--- config.mk ---
export PLATFORM = sky130hd
export DESIGN_NAME = maze_port_arbiter
export DESIGN_NICKNAME = d
export VERILOG_FILES = /design/src/rtl/maze_arb_pkg.sv /design/src/rtl/maze_port_arbiter_rr_picker.sv /design/src/rtl/maze_port_arbiter.sv
export SDC_FILE = /design/constraint.sdc
export NUM_CORES = 1
export LEC_CHECK = 0
export BUFFER_PORTS_ARGS = -buffer_cell sky130_fd_sc_hd__clkbuf_2
export CAP_MARGIN = 20
export CORE_MARGIN = 8
export CORE_UTILIZATION = 44
export CTS_CLUSTER_DIAMETER = 30
export DETAILED_ROUTE_END_ITERATION = 16
export PLACE_DENSITY_LB_ADDON = 0.1
export SYNTH_ARGS = -nofsm -noshare
export SYNTH_HDL_FRONTEND = slang
export SYNTH_SLANG_ARGS = --single-unit
--- constraint.sdc ---
create_clock -name clk -period 1.8 [get_ports clk]
set_input_delay 0.45 -clock clk [delete_from_list [all_inputs] [get_ports clk]]
set_output_delay 0.45 -clock clk [all_outputs]
set_load 0.05 [all_outputs]
--- src/rtl/maze_arb_pkg.sv ---
// maze_arb_pkg: shared state encodings and maze constants for the maze port arbiter
package maze_arb_pkg;

   typedef enum logic [1:0] {
      ST_IDLE    = 2'd0,
      ST_ISSUE   = 2'd1,
      ST_WAIT_RD = 2'd2,
      ST_CAPTURE = 2'd3
   } state_t;

   localparam int COORD_W = 6;

   localparam logic CORRIDOR = 1'b0;
   localparam logic WALL     = 1'b1;

endpackage

--- src/rtl/maze_port_arbiter_rr_picker.sv ---
// rr_picker: combinational round-robin picker, searching upward from last+1 with wrap
module rr_picker #(
   parameter  int NUM_REQ = 2,
   localparam int IDX_W   = $clog2(NUM_REQ)
) (
   input  logic [NUM_REQ-1:0] req,
   input  logic [IDX_W-1:0]   last,
   output logic [IDX_W-1:0]   winner,
   output logic               any
);

   assign any = |req;

   // scan from farthest to nearest so the agent right after last overrides the others
   always_comb begin
      winner = '0;
      for (int k = NUM_REQ; k >= 1; k--) begin
         if (req[IDX_W'((int'(last) + k) % NUM_REQ)]) winner = IDX_W'((int'(last) + k) % NUM_REQ);
      end
   end

endmodule

--- src/rtl/maze_port_arbiter.sv ---
// maze_port_arbiter: round-robin sharing of the single maze memory port with bounds checking
module maze_port_arbiter
   import maze_arb_pkg::*;
#(
   parameter  int NUM_REQ  = 2,
   parameter  int MAZE_DIM = 64,
   localparam int IDX_W    = $clog2(NUM_REQ)
) (
   input  logic                       clk,
   input  logic                       rst_n,
   input  logic [NUM_REQ-1:0]         req_valid,
   input  logic [NUM_REQ-1:0]         req_we,
   input  logic [COORD_W*NUM_REQ-1:0] req_row,
   input  logic [COORD_W*NUM_REQ-1:0] req_col,
   output logic [NUM_REQ-1:0]         gnt,
   output logic [NUM_REQ-1:0]         req_err,
   output logic [NUM_REQ-1:0]         rd_valid,
   output logic                       rd_data,
   output logic [COORD_W-1:0]         row,
   output logic [COORD_W-1:0]         col,
   output logic                       maze_oe,
   output logic                       maze_we,
   input  logic                       maze_in
);

   state_t             state, state_nx;
   logic [IDX_W-1:0]   last, cur, win;
   logic [NUM_REQ-1:0] win_oh, cur_oh;
   logic [COORD_W-1:0] w_row, w_col;
   logic               any, oob, is_rd;

   rr_picker #(.NUM_REQ(NUM_REQ)) u_pick (
      .req    (req_valid),
      .last   (last),
      .winner (win),
      .any    (any)
   );

   assign w_row  = req_row[COORD_W*win +: COORD_W];
   assign w_col  = req_col[COORD_W*win +: COORD_W];
   assign win_oh = NUM_REQ'(1) << win;
   assign cur_oh = NUM_REQ'(1) << cur;
   assign oob    = ((COORD_W+1)'(w_row) >= (COORD_W+1)'(MAZE_DIM)) ||
                   ((COORD_W+1)'(w_col) >= (COORD_W+1)'(MAZE_DIM));

   // state register
   always_ff @(posedge clk or negedge rst_n) begin
      if (!rst_n) state <= ST_IDLE;
      else        state <= state_nx;
   end

   // next-state: a rejected or write request skips the read wait
   always_comb begin
      state_nx = state;
      case (state)
         ST_IDLE:    state_nx = any ? ST_ISSUE : ST_IDLE;
         ST_ISSUE:   state_nx = is_rd ? ST_WAIT_RD : ST_IDLE;
         ST_WAIT_RD: state_nx = ST_CAPTURE;
         default:    state_nx = ST_IDLE;
      endcase
   end

   // registered grant, memory strobes, address and read return
   always_ff @(posedge clk or negedge rst_n) begin
      if (!rst_n) begin
         gnt      <= '0;
         req_err  <= '0;
         rd_valid <= '0;
         rd_data  <= 1'b0;
         row      <= '0;
         col      <= '0;
         maze_oe  <= 1'b0;
         maze_we  <= 1'b0;
         last     <= IDX_W'(NUM_REQ-1);
         cur      <= '0;
         is_rd    <= 1'b0;
      end else begin
         case (state)
            ST_IDLE: if (any) begin
               gnt     <= win_oh;
               req_err <= oob ? win_oh : '0;
               last    <= win;
               cur     <= win;
               row     <= w_row;
               col     <= w_col;
               maze_we <= ~oob & req_we[win];
               maze_oe <= ~oob & ~req_we[win];
               is_rd   <= ~oob & ~req_we[win];
            end
            ST_ISSUE: begin
               gnt     <= '0;
               req_err <= '0;
               maze_oe <= 1'b0;
               maze_we <= 1'b0;
            end
            ST_WAIT_RD: begin
               rd_data  <= maze_in;
               rd_valid <= cur_oh;
            end
            default: rd_valid <= '0;
         endcase
      end
   end

endmodule

# After elaboration in Yosys (flattened, before gate mapping)
# Index checks and enable logic that the tools add are counted.
# W data, S select, Z words.
# totals
reg_bits,26
latch_bits,0
rom_bits,0
in_bits,31
mem_count,0
wordCells,52
ram_bits,0
# classes
mux,20
n_mul,1
reduce_logical,6
bitwise,1
order_cmp,3
n_div,0
addsub,2
n_shift,4
eq_ne,3
# ops
op,n
$shiftx A12 B5 Y6,2
$pmux W2 S2,3
$mux W1,11
$lt A1 B3 Y1 const B,2
$mux W2,3
$pmux W2 S3,1
$pmux W1 S2,2
$reduce_and A2 Y1,2
$reduce_or A2 Y1,2
$shl A1 B1 Y2 const A,2
$mul A2 B1 Y3 const A,1
$add A1 B1 Y1 const B,2
$eq A2 B1 Y1 const B,1
$eq A2 B2 Y1 const B,1
$logic_not A2 Y1,1
$lt A1 B2 Y1 const B,1
$ne A2 B2 Y1 const B,1
$reduce_bool A2 Y1,1
$not A1 Y1,1

# Depth between registers and ports, before layout
# depth
ltp_word,11
mapped_depth,4
depth_no_buf,3

# By module
# A second synthesis with hierarchy kept.
# unflattened
hier_cells,87
hier_area_um2,1208.7
# by_module_without_submodules
mod,cells_each,n_inst,seq_area_each_um2,area_each_um2
maze_port_arbiter,85,1,601.8,1196.1
rr_picker,2,1,0.0,12.5

# Worst setup path before layout
# OpenSTA, ideal clock, no wires.
# synth_timing
path_type,register -> register
start,reg state[0]
end,reg col[0]
t_required_ns,1.674
path_slack_ns,0.503
path_stages_with_launch,5
period_less_slack_ns,1.297
arrival_ns,1.172
cell_sequence,dfrtp_1 -> nor2_2 -> nand2_4 -> buf_6 -> a221o_1
# synth_via
elab_chain_len,2
# synth_rtl
element,line_no,text
"start, declared",maze_port_arbiter.sv:26,"state_t state, state_nx;"
"start signal, assigned",maze_port_arbiter.sv:49,else state <= state_nx;
$logic_not A2 Y1,maze_port_arbiter.sv:78,case (state)
$reduce_and A2 Y1 (no line),--,
"end signal, assigned",maze_port_arbiter.sv:85,col <= w_col;
"end, declared",maze_port_arbiter.sv:20,"output logic [COORD_W-1:0] col,"
# No other way between the ends.
# A chain may end at the register's enable or synchronous reset.

# Worst setup path after layout
# layout_timing
start,reg last
end,reg row[1]
# layout_via
elab_chain_len,5
word_cells_on_any_way,6
cone_classes,2 x add/sub; 1 x mul; 1 x shift; 2 x mux
# layout_rtl
element,line_no,text
"start, declared",maze_port_arbiter.sv:27,"logic [IDX_W-1:0] last, cur, win;"
"start signal, assigned",maze_port_arbiter.sv:74,last <= IDX_W'(NUM_REQ-1);
"start signal, assigned",maze_port_arbiter.sv:82,last <= win;
$add A1 B1 Y1,maze_port_arbiter_rr_picker.sv:18,if (req[IDX_W'((int'(last) + k) % NUM_REQ)]) winner = IDX_W'((int'(last) + k) % NUM_REQ);
$mux W1,maze_port_arbiter_rr_picker.sv:18,
$mux W1 (*),maze_port_arbiter_rr_picker.sv:18,
$mul A2 B1 Y3 (*),maze_port_arbiter.sv:39,assign w_row = req_row[COORD_W*win +: COORD_W];
$shiftx A12 B5 Y6 (*),maze_port_arbiter.sv:39,
"end signal, assigned",maze_port_arbiter.sv:84,row <= w_row;
"end, declared",maze_port_arbiter.sv:19,"output logic [COORD_W-1:0] row,"
# Mark *: on every way between the ends. The rest lies on a longest branch, timed or not.

==> key figures <==
Outcome
  • Outcome: completed

Yosys
  • Post-synth EDFFs: 0
  • Syn Inst Count: 81
  • Leading area contributor after synthesis: dfrtp_1
  • Synth Cell Area: ~1100 um^2
  • Yosys reg bits: 24
  • Avg Cell Area, Syn: 13.1 um^2
  • Synth cell count leaders: dfrtp_1 (23), and2_1 (12), a221o_1 (10)
  • Top-count cell post-synth: dfrtp_1
  • Synth top area share: 54.4%
  • Yosys cell types: 26
  • Syn. warnings: 0
  • Register area share after synthesis: between 50% and 60%
  • Top cells by area, synth: dfrtp_1 (54%), a221o_1 (9.5%), and2_1 (7.1%)
  • Fraction of registers with async set or reset after synthesis: between 90% and 100%
  • Top FF cell, synth: dfrtp_1

Hold path
  • HP Class: in -> async

Clock network
  • CTS Buf Count: 3
  • Clk root buf: clkbuf_4
  • TritonCTS clock tree: yes
  • Clk buf depth: 2
  • Worst-path clk slew: 0.13 ns
  • H-tree depth: 1
  • Post-CTS Setup Inserts: 0
  • Worst skew pair latency: 0.31 ns
  • Hold_buf cts: 0
  • Clock sink total: 24
  • Post-CTS sizing: 0

Worst setup path
  • CP Launch Type: flip-flop
  • Crit path max fanout: 13
  • WP buf/inv: 0
  • Levels on crit path: 3
  • Crit path to: row[1]
  • CP Capture Type: flip-flop
  • Max stage delay on crit path: approximately 0.6 ns
  • Critical path's slowest cell: dfstp_2
  • Critical path data arrival time: 1.71 ns
  • Required @ worst endpoint: 2.06 ns
  • Critical path, cell by cell: mux2i_1, nor3_4, a221o_2
  • Path depth of the worst reg2reg path: 3
  • Reg2Reg Setup Slack: 0.35 ns
  • CP Launch Point: last
  • Delay-heaviest family, CP: flip-flops
  • Worst r2r src: last
  • Worst Setup Path Type: reg -> reg
  • Worst r2r dst: row[1]

Floorplanning
  • Initial core utilization: 46.9%
  • Core Region: 2250 um^2
  • Io pins: 52
  • Row count: 17
  • Die height: 65.1 um
  • Die extent in x: ~65 um
  • Die footprint: 4230 um^2

Final layout
  • Layout area overhead: 27.5%
  • Share of cells above drive strength 1: 48.1%
  • FF+latch area: 602 um^2
  • Footprint of the multi-input gates: a little over 400 um^2
  • # fillers: 212
  • Post-Layout Cell Count: 159
  • ANT cells: 0
  • Final net count: 163

Detailed routing
  • # DRC: 0
  • Routed vias: 826
  • DRT antenna net count: 0
  • Final wirelength: 2.52 mm
  • DRT Pass-1 Iters: 3
  • DRT iter0 DRCs: 15
  • WL/cell: 15.8 um
  • Via density per instance: 5.19

Power and ir drop
  • Logic pwr share: a little under three fifths
  • Pleak: between 0.7 and 0.8 nW
  • Tot Pwr: 2.85 mW
  • Power Density: 2110 nW/um^2
  • Power share of the sequential group: 34.9%
  • Pint: roughly 1.4 mW
  • Switch Pwr: 1.44 mW
  • Peak supply drop: 1060 uV
  • Clock power frac: 9.8%
  • Switching share of power: 50.7%

STA
  • Slew headroom: around three fifths
  • TNS Setup: 0 ns
  • Final cycle utilization of the critical path: 80.5%
  • Final Hold Violating Endpoints: 0
  • Final slew viol count: 0
  • Fmax: 0.690 GHz
  • Final Hold Slack: about 0.1 ns
  • Slew of the pin with the lowest slew margin: roughly 0.57 ns
  • RSZ-0062 raised after global routing: false
  • Fin Clk Skew: slightly above 0.008 ns
  • Finish-stage setup viols: 0
  • Min Clock Period, post-route: 1.45 ns

GRT
  • GR Util All Layers: approximately an eighth
  • Vias in the first global route: 919
  • Initial antenna violation count: 0
  • Pin count of the biggest net entering global routing: 25
  • First-pass GRT wire length: 4.26 mm
  • Total grt overflow: 0

Place
  • DP HPWL: around 2.0 mm
  • Gpl congestion: roughly 0.7
  • Placed cell count: between 150 and 200
  • PortBufs: 49

Job
  • Max-cap violations: 0
[placed cells by master, fill, tap and decap left out]
| master | instances |
|---|---|
| nand2_4 | 1 |
| o21ai_0 | 2 |
| mux2_2 | 1 |
| a221o_1 | 10 |
| a221o_2 | 2 |
| a21o_2 | 1 |
| mux2_1 | 1 |
| nor4b_4 | 1 |
| nor2b_1 | 1 |
| buf_4 | 1 |
| a21o_1 | 3 |
| dfrtp_1 | 23 |
| nor3_4 | 1 |
| a32o_1 | 1 |
| clkbuf_2 | 49 |
| inv_1 | 3 |
| and2_1 | 12 |
| mux2i_1 | 3 |
| nand2_1 | 3 |
| o2bb2ai_1 | 2 |
| clkbuf_4 | 3 |
| nand3_1 | 1 |
| nor2_2 | 1 |
| conb_1 | 2 |
| clkbuf_8 | 1 |
| or2_1 | 1 |
| dfstp_2 | 1 |
[routing by layer]
layer	GRT usage [%]	vias up	share of wire (%)
li1	-	391	-
met5	0	-	0
met1	13.3	396	41
met3	6.01	5	9.9
met4	4.09	0	1.4
met2	21.5	34	48
[power groups by stage]
| stage | Combinational (mW) | Sequential [mW] | Clock [mW] |
|---|---|---|---|
| after global placement | 1.56 | 0.992 | 0 |
| final | 1.57 | 0.993 | 0.280 |
| after CTS | 1.59 | 0.989 | 0.294 |
| after floorplan | 0.553 | 1.67 | 0 |
| after global routing | 1.68 | 1.04 | 0.308 |
| after detailed placement | 1.59 | 1.00 | 0 |
[worst min path at each step]
| stage | start | cells past startpoint | endpoint |
|---|---|---|---|
| global placement | cur | 1 | rd_valid[0] |
| detailed placement | cur | 1 | rd_valid[0] |
| CTS | rst_n | 1 | col[5] |
| finish | rst_n | 1 | col[5] |
| global route | rst_n | 1 | col[5] |
| floorplan | rst_n | 0 | col[0] |
[area by class of cell]
type	count	share of cell area (%)
inverter	3	0.834
sequential	24	44.6
multi-input combinational	50	30.6
tap	28	2.60
timing repair buffer	50	18.7
clock buffer	4	2.69
[sequential cells by signal, summed over array words and instances, names as in the netlist]
signal,cells
col,6
cur,1
gnt,2
is_rd,1
last,1
maze_oe,1
maze_we,1
rd_data,1
rd_valid,2
row,6
state,2
[stage by stage]
step	util (%)	cell area, um^2	worst slack [ns]
after floorplan	-	1060	0.503
after global placement	58.0	1310	0.123
after detailed placement	58.0	1310	0.119
after CTS	59.6	1340	0.132
after global routing	59.9	1350	0.232
final	59.9	1350	0.351
[cell families after synthesis]
group / share of synthesized area, %
other: 0.354
DFF: 56.9
muxes: 4.96
buffers and inverters: 5.08
and+or+nand+nor: 14.7
AOI/OAI and AO/OA: 18.1
(Power assumes the default switching activity.)
